**src/rtl/cond_pkg.sv**
```systemverilog
// Shared types for the condflow conditional source: FSM state encoding and synchronizer depth.
package cond_pkg;

    typedef enum logic [1:0] {
        IDLE    = 2'd0,
        WAIT_IN = 2'd1,
        REQ     = 2'd2,
        ACK     = 2'd3
    } cond_src_state_t;

    localparam int unsigned COND_SYNC_STAGES = 2;

endpackage

```
**src/rtl/hs_sync2.sv**
```systemverilog
// Single-bit multi-flop synchronizer for handshake request/ack lines, synchronous active-high reset.
module hs_sync2
    import cond_pkg::*;
#(
    parameter int unsigned STAGES = COND_SYNC_STAGES  // must be >= 2
) (
    input  logic clk,
    input  logic rst,
    input  logic d_i,
    output logic q_o
);

    logic [STAGES-1:0] sync_q;
    logic [STAGES-1:0] sync_d;

    always_comb begin
        sync_d = {sync_q[STAGES-2:0], d_i};
    end

    always_ff @(posedge clk) begin
        if (rst) begin
            sync_q <= '0;
        end else begin
            sync_q <= sync_d;
        end
    end

    assign q_o = sync_q[STAGES-1];

endmodule

```
**src/rtl/cond_source2.sv**
```systemverilog
// Conditional source: dctl=1 forwards one input token, dctl=0 emits DEFAULT without consuming input.
// Define COND_SOURCE2_SYNC_EN to pass r_i, rctl_i and a_o through 2-flop synchronizers.
module cond_source2
    import cond_pkg::*;
#(
    parameter int unsigned  N       = 1,
    parameter logic [N-1:0] DEFAULT = '0
) (
    input  logic         clk,
    input  logic         rst,
    input  logic         r_i,
    output logic         a_i,
    input  logic [N-1:0] d_i,
    input  logic         rctl_i,
    input  logic         dctl_i,
    output logic         actl_i,
    output logic         r_o,
    input  logic         a_o,
    output logic [N-1:0] d_o
);

    logic r_s;
    logic rctl_s;
    logic a_o_s;

`ifdef COND_SOURCE2_SYNC_EN
    hs_sync2 #(.STAGES(COND_SYNC_STAGES)) u_sync_r (
        .clk (clk),
        .rst (rst),
        .d_i (r_i),
        .q_o (r_s)
    );

    hs_sync2 #(.STAGES(COND_SYNC_STAGES)) u_sync_rctl (
        .clk (clk),
        .rst (rst),
        .d_i (rctl_i),
        .q_o (rctl_s)
    );

    hs_sync2 #(.STAGES(COND_SYNC_STAGES)) u_sync_a_o (
        .clk (clk),
        .rst (rst),
        .d_i (a_o),
        .q_o (a_o_s)
    );
`else
    assign r_s    = r_i;
    assign rctl_s = rctl_i;
    assign a_o_s  = a_o;
`endif

    cond_src_state_t state_q, state_d;
    logic            sel_q, sel_d;
    logic [N-1:0]    data_q, data_d;
    logic            r_o_q, r_o_d;
    logic            a_i_q, a_i_d;
    logic            actl_q, actl_d;

    always_comb begin
        state_d = state_q;
        sel_d   = sel_q;
        data_d  = data_q;
        r_o_d   = r_o_q;
        a_i_d   = a_i_q;
        actl_d  = actl_q;

        unique case (state_q)
            IDLE: begin
                // a_o must be low so the previous consumer handshake has fully returned to zero
                if (rctl_s && !a_o_s) begin
                    sel_d = dctl_i;
                    if (!dctl_i) begin
                        data_d  = DEFAULT;
                        r_o_d   = 1'b1;
                        state_d = REQ;
                    end else if (r_s) begin
                        data_d  = d_i;
                        r_o_d   = 1'b1;
                        state_d = REQ;
                    end else begin
                        state_d = WAIT_IN;
                    end
                end
            end
            WAIT_IN: begin
                if (r_s) begin
                    data_d  = d_i;
                    r_o_d   = 1'b1;
                    state_d = REQ;
                end
            end
            REQ: begin
                if (a_o_s) begin
                    r_o_d   = 1'b0;
                    actl_d  = 1'b1;
                    a_i_d   = sel_q;
                    state_d = ACK;
                end
            end
            ACK: begin
                // A generated token leaves any pending r_i untouched, so only wait on it when passing
                if (!rctl_s && !a_o_s && (!sel_q || !r_s)) begin
                    actl_d  = 1'b0;
                    a_i_d   = 1'b0;
                    state_d = IDLE;
                end
            end
            default: begin
                state_d = IDLE;
            end
        endcase
    end

    always_ff @(posedge clk) begin
        if (rst) begin
            state_q <= IDLE;
            sel_q   <= 1'b0;
            data_q  <= DEFAULT;
            r_o_q   <= 1'b0;
            a_i_q   <= 1'b0;
            actl_q  <= 1'b0;
        end else begin
            state_q <= state_d;
            sel_q   <= sel_d;
            data_q  <= data_d;
            r_o_q   <= r_o_d;
            a_i_q   <= a_i_d;
            actl_q  <= actl_d;
        end
    end

    assign r_o    = r_o_q;
    assign a_i    = a_i_q;
    assign actl_i = actl_q;
    assign d_o    = data_q;

endmodule
```
**config.mk**
```make
export PLATFORM = sky130hd
export DESIGN_NAME = cond_source2
export DESIGN_NICKNAME = d
export VERILOG_FILES = /design/src/rtl/cond_pkg.sv /design/src/rtl/hs_sync2.sv /design/src/rtl/cond_source2.sv
export SDC_FILE = /design/constraint.sdc
export NUM_CORES = 1
export LEC_CHECK = 0
export CORE_AREA = 2 2 39 41
export CTS_BUF_LIST = sky130_fd_sc_hd__clkbuf_4 sky130_fd_sc_hd__clkbuf_8 sky130_fd_sc_hd__clkbuf_16
export CTS_CLUSTER_SIZE = 28
export DETAILED_ROUTE_END_ITERATION = 16
export DIE_AREA = 0 0 41 43
export SLEW_MARGIN = 15
export SYNTH_ARGS = -nofsm -noshare
export SYNTH_HDL_FRONTEND = slang
export SYNTH_HIERARCHICAL = 1
export SYNTH_SLANG_ARGS = --single-unit
```
**constraint.sdc**
```tcl
create_clock -name clk -period 1.6 [get_ports clk]
set_input_delay 0.32 -clock clk [delete_from_list [all_inputs] [get_ports clk]]
set_output_delay 0.32 -clock clk [all_outputs]
set_load 0.01 [all_outputs]
```
==> impl_metrics.csv <==
group,metric,value,unit
clocking,clkSinkCount,7,
timing,finClkSkew,0.00685,ns
final_layout,final_util,56.2,%
logic_synthesis,ys_seq_area_share,30.4,%
power_and_ir_drop,powerDensity,1230,nW/um^2
logic_synthesis,synthCells,54,
timing,grt_setup_unrepaired,"yes",
global_routing,grt_pass1_wl,1.92,mm
setup_path,crit_path_end_kind,"flop",
placement,place_hpwl,947,um
timing,period_share,100,%
setup_path,reg2reg_to,"state_q[0]",
clocking,cts_tree,"built",
floorplan,initial_utilization,33.4,%
final_layout,drive_gt1_share,39.8,%
logic_synthesis,netlist_top_cells_area,"dfxtp_1, ha_1, inv_1, o31ai_1, a21oi_1",
final_layout,layout_common_cells,"buf_4, clkdlybuf4s50_1, nor2_1, dfxtp_1",
setup_path,worstPathRequired,1.77,ns
setup_path,worstPathArrival,1.77,ns
worst_hold_path,worstHoldStart,"a_i",
clocking,clk_pin_slew_worst_paths,0.06,ns
worst_hold_path,hold_class,"flop to flop",
final_layout,n_antenna_cell,0,
logic_synthesis,synth_nets,66,
timing,hold_viol_final,0,
logic_synthesis,syn_area_per_cell,8.55,um^2
detailed_routing,drt-initial-drc-count,18,
logic_synthesis,ys_seq_elements,7,
timing,final-max-slew-violation-count,0,
final_layout,num-fill-cells,130,
floorplan,die_w,41,um
timing,max_freq,0.625,GHz
floorplan,rows,14,
final_layout,layout_commonest_cell,"buf_4",
global_routing,antenna_found_initial,0,
global_routing,grt_pass1_vias,446,
timing,setup_slack,-0.00109,ns
floorplan,pin_count,11,
detailed_routing,drt_pass1_iterations,4,
detailed_routing,wirelength,1.25,mm
placement,placed_cell_area,702,um^2
power_and_ir_drop,power.leakage,0.324,nW
logic_synthesis,yosysTopAreaCell,"dfxtp_1",
power_and_ir_drop,p_total,0.960,mW
timing,hold_ws,0.458,ns
final_layout,num-nets-final,96,
global_routing,grt-ovfl-total,0,
clocking,clk_latency,0.26,ns
detailed_routing,drtAntennaViolNets,0,
setup_path,critPathMaxFanout,3,
detailed_routing,drcViolationCount,0,
setup_path,critPathLaunchType,"flop",
final_layout,final_cells,99,
floorplan,die_h,43,um
floorplan,design.core.area,1380,um^2
detailed_routing,wire_per_inst,12.6,um
global_routing,grt_start_max_net_pins,7,
timing,tightest_slew,0.297,ns
final_layout,final_area,778,um^2
logic_synthesis,synth.cell_area,462,um^2
global_routing,grt_usage,16.8,%
placement,port_buffers,10,
detailed_routing,viasPerCell,5.14,
timing,finalCriticalPeriod,1.60,ns
placement,gp_congestion,0.839,
logic_synthesis,ys_types,24,
clocking,clk_path_buf_depth,2,
final_layout,area_growth_syn_to_layout,68.6,%
worst_hold_path,min_to,"a_i",
run_status,status,"complete, but fails checks",
timing,slew_headroom,79.7,%
clocking,cts_buffers,3,
clocking,clock-root-buffer,"clkbuf_4",
setup_path,critPathKind,"flop to flop",
placement,place_ws,-0.403,ns
power_and_ir_drop,peakVddDrop,0.000695,V
detailed_routing,num_vias,509,
setup_path,r2r_start,"state_q[0]",
setup_path,rr_worst_depth,6,
timing,finalSetupViolCount,1,
placement,placed_cells,93,
clocking,htree_levels,1,
worst_hold_path,whs_path_depth,2,
run_status,violations,"setup timing",
logic_synthesis,yosysTopAreaCellShare,30.4,%
floorplan,die_area,1760,um^2
logic_synthesis,yosysWarnings,6,
setup_path,reg2reg_setup_slack,-0.001,ns
job,cap_viol_max_count,0,
timing,tns,-0.00109,ns
synthesized netlist by cell type:
cell type and number:
o31ai_1 3, nand3b_1 2, o2111ai_1 1, ha_1 5, nand2b_2 1, a221o_1 1
mux2i_1 1, a22oi_1 1, nor2_1 5, a2111oi_0 1, dfxtp_1 7, a211oi_1 2
or4_1 2, o22ai_1 1, a311oi_1 1, o21ai_0 2, a2bb2oi_1 1, buf_2 1
nand2_1 2, inv_1 6, or4b_1 1, nor2b_1 2, a21o_1 1, a21oi_1 4
how the worst max path moves through the flow:
stage | startpoint | end | slack, ns | cells past startpoint
final | state_q[0] | state_q[0] | -0.001 | 6
after global routing | state_q[0] | state_q[0] | -0.03 | 6
after CTS | state_q[0] | state_q[0] | 0.01 | 6
after detailed placement | r_i | state_q[0] | -0.40 | 5
after global placement | a_o | state_q[0] | -0.39 | 6
after floorplan | state_q[0] | state_q[0] | 0.003 | 6
layer usage:
layer	wire [um]	global-route usage, %	up-vias
li1	-	-	257
met1	599	21.3	239
met2	573	23.1	9
met3	47	4.71	4
met4	31	12.0	0
met5	0	0	-
what timing repair did:
action / in CTS / in global routing
setup endpoints to repair: 2 / 4
pin swaps: 3 / 1
hold buffers: 0 / 0
resized for setup: 7 / 4
buffers inserted: 1 / 1
critical path: stages, from the launching register on:
cell,delay (ns)
dfxtp_2,0.36
inv_4,0.05
ha_4,0.15
nor2b_1,0.14
a221o_1,0.30
or4_1,0.43
o31ai_2,0.08
flip-flops by register name, indices dropped and copies added, names as in the netlist:
signal	count
actl_i	1
a_i	1
r_o	1
d_o	1
state_q	2
sel_q	1
cells by family (layout without fill, tap and decap cells):
group	after synthesis	in the layout	share of synthesized area [%]
compound gates	19	19	29.0
fa+ha+maj	5	5	13.6
buf+inv	7	36	5.96
simple gates	15	15	19.0
mux	1	1	2.17
flops	7	7	30.4
area by class of cell:
type	instances	area (um^2)	area share, %
multi-input cells	40	342	43.9
flip-flops and latches	7	145	18.6
clock buffers	4	30.0	3.86
repair buffers	26	216	27.8
well taps	16	20.0	2.57
inverters	6	25.0	3.22
report_power, final:
part / internal, mW / switching, mW
clock network: 0.113 / 0.0792
registers: 0.222 / 0.0366
logic: 0.286 / 0.223
Note: power is estimated with default switching activity, not from simulation.
==> edit: new RTL, same settings <==
Encoding of `cond_src_state_t`: now one-hot (4 bits for 4 states).
--- a/src/rtl/cond_pkg.sv
+++ b/src/rtl/cond_pkg.sv
@@ -1,11 +1,11 @@
 // Shared types for the condflow conditional source: FSM state encoding and synchronizer depth.
 package cond_pkg;
 
-    typedef enum logic [1:0] {
-        IDLE    = 2'd0,
-        WAIT_IN = 2'd1,
-        REQ     = 2'd2,
-        ACK     = 2'd3
+    typedef enum logic [3:0] {
+        IDLE    = 4'b0001,
+        WAIT_IN = 4'b0010,
+        REQ     = 4'b0100,
+        ACK     = 4'b1000
     } cond_src_state_t;
 
     localparam int unsigned COND_SYNC_STAGES = 2;
Check against the original RTL: same outputs for any inputs over 10 cycles, from zero or initial values and one cycle with rst high; not proved beyond that.
==> edit against the unedited design <==
Design area is 17% lower; register-to-register slack improved by 0.26 ns; count of clock-buffer cells in the layout is 1 lower; highest routed layer unchanged; area after synthesis up 3.8%; wire length shrank 15%; sequential cell count is 2 higher; critical path depth fell by 1; setup slack improved by 0.089 ns; non-clock buffer count shrank 10; maximum frequency is 5.9% higher.
Power is not compared: it rests on default switching activity, and its combinational part moved more than twofold at a synthesized area within 25%.
==> edit: results (changes against the unedited design) <==
INFO  metric post_route_cells_drive_above_1_share = 0.188 (-0.209)
INFO  metric place.detailed.instances = 81 (-13%)
INFO  metric slowest_stage = clkdlybuf4s50_1
INFO  metric global_route.usage.met1 = 0.214 (+0.00138)
INFO  metric final.fill_count = 136 (+4.6%)
INFO  metric synth_top_cells_by_area = dfxtp_1 38%, nand3b_1 4.7%, nand2b_1 3.9%
INFO  metric grt_pass1_wl = 1860 µm (-2.9%)
INFO  metric grt_util_all_layers = 0.159 (-0.00873)
INFO  metric route.final.wire_length = 1070 µm (-15%)
INFO  metric via_per_inst = 5.47 (+6.4%)
INFO  metric number_of_different_library_cells_in_the_post_synthesis_netlist = 29 (+21%)
INFO  metric met3_wirelength = 44 µm (-6.4%)
INFO  metric syn_area_per_cell = 8.87 µm² (+3.8%)
INFO  metric drt-initial-drc-count = 4 (-14)
INFO  metric cts.clk_slew.worst_paths = 0.07 ns
INFO  metric crit_path_start = a_o
INFO  metric fmaxAchievable = 661 MHz (+5.9%)
INFO  metric place_area = 622 µm² (-11%)
INFO  metric worst-path-max-fanout = 6 (+3)
INFO  metric critical-path-max-stage-delay = 0.47 ns (+0.04 ns)
INFO  metric first_global_vias = 414 (-7.2%)
INFO  metric largest_reg_flops = 4 (+2)
INFO  metric result_of_the_run = finished, final reports clean
INFO  metric endpoint = d_o$_SDFFE_PP0P_
INFO  metric post-cts-setup-buffer-count = 0 (-1)
INFO  metric setup.reg_to_reg.worst_slack = 0.26 ns (+0.26 ns)
INFO  metric detail_route.wirelength.met1 = 516 µm (-14%)
INFO  metric net_count_synth = 61 (-7.6%)
INFO  metric finish.net_count = 77 (-20%)
INFO  metric antenna_found_initial = 0 (unchanged)
INFO  metric crit-reg2reg-launch = state_q[1]$_SDFFE_PP0P_
INFO  metric worst_path_dominant_cell_family = buffers and inverters
INFO  metric final_gp_congestion = 0.731 (-13%)
INFO  metric use_met2 = 0.203 (-0.0281)
INFO  metric met2_wl = 500 µm (-13%)
INFO  metric worst-r2r-cell-count = 4 (-2)
INFO  metric whs = 0.480 ns (+0.0218 ns)
INFO  metric dp_hpwl = 774 µm (-18%)
INFO  metric sequential_area_share_after_synthesis = 0.376 (+0.0725)
INFO  metric worst_slew_pin_slew = 0.392 ns (+0.0951 ns)
INFO  metric final.setup_skew = 0.0109 ns (+0.00402 ns)
INFO  metric cts_resized = 0 (-7)
INFO  metric min-delay-start = r_o$_SDFFE_PP0P_
INFO  metric maximum_number_of_pins_on_one_net_before_global_route_repair = 13 (+6)
INFO  metric holdPathEnd = r_o$_SDFFE_PP0P_
INFO  metric synth_top_cells_by_count = 9 x dfxtp_1, 4 x clkbuf_1
INFO  metric critical_path_arrival = 1.67 ns (-0.10 ns)
INFO  metric dp_worst_slack = -0.174 ns (+0.229 ns)
INFO  metric route.vias.total = 465 (-8.6%)
INFO  metric global_route.usage.met3 = 0.0942 (+0.0471)
-- edit: cell count changes after synthesis, moves of 3 or more --
cell,before,now
ha_1,5,0
clkbuf_1,0,4
inv_1,6,2
nand2b_1,0,3
nor3_1,0,3
-- edit: layout make-up --
class	instances	area (µm²)	area share
clock buffers	3	22.5	0.0347
clock inverters	1	5.00	0.00771
inverters	2	7.51	0.0116
multi-input cells	38	269	0.414
flip-flops and latches	9	180	0.277
well taps	16	20.0	0.0308
repair buffers	16	145	0.224
-- edit: kinds of logic (layout without fill, tap and decap cells) --
logic type	after synthesis	in the layout	synth area share
AND/OR/NAND/NOR	19	19	0.240
AO/OA/AOI/OAI	18	18	0.290
flip-flops	9	9	0.376
buffers and inverters	7	22	0.0627
multiplexers	1	1	0.0313
-- edit: worst reg2reg max path, delay by kind of cell, from the launching register on --
kind / cells / cell delay (ns)
AO/OA/AOI/OAI: 1 / 0.09
buffers and inverters: 1 / 0.19
flip-flops: 1 / 0.35
multiplexers: 1 / 0.30
AND/OR/NAND/NOR: 1 / 0.29
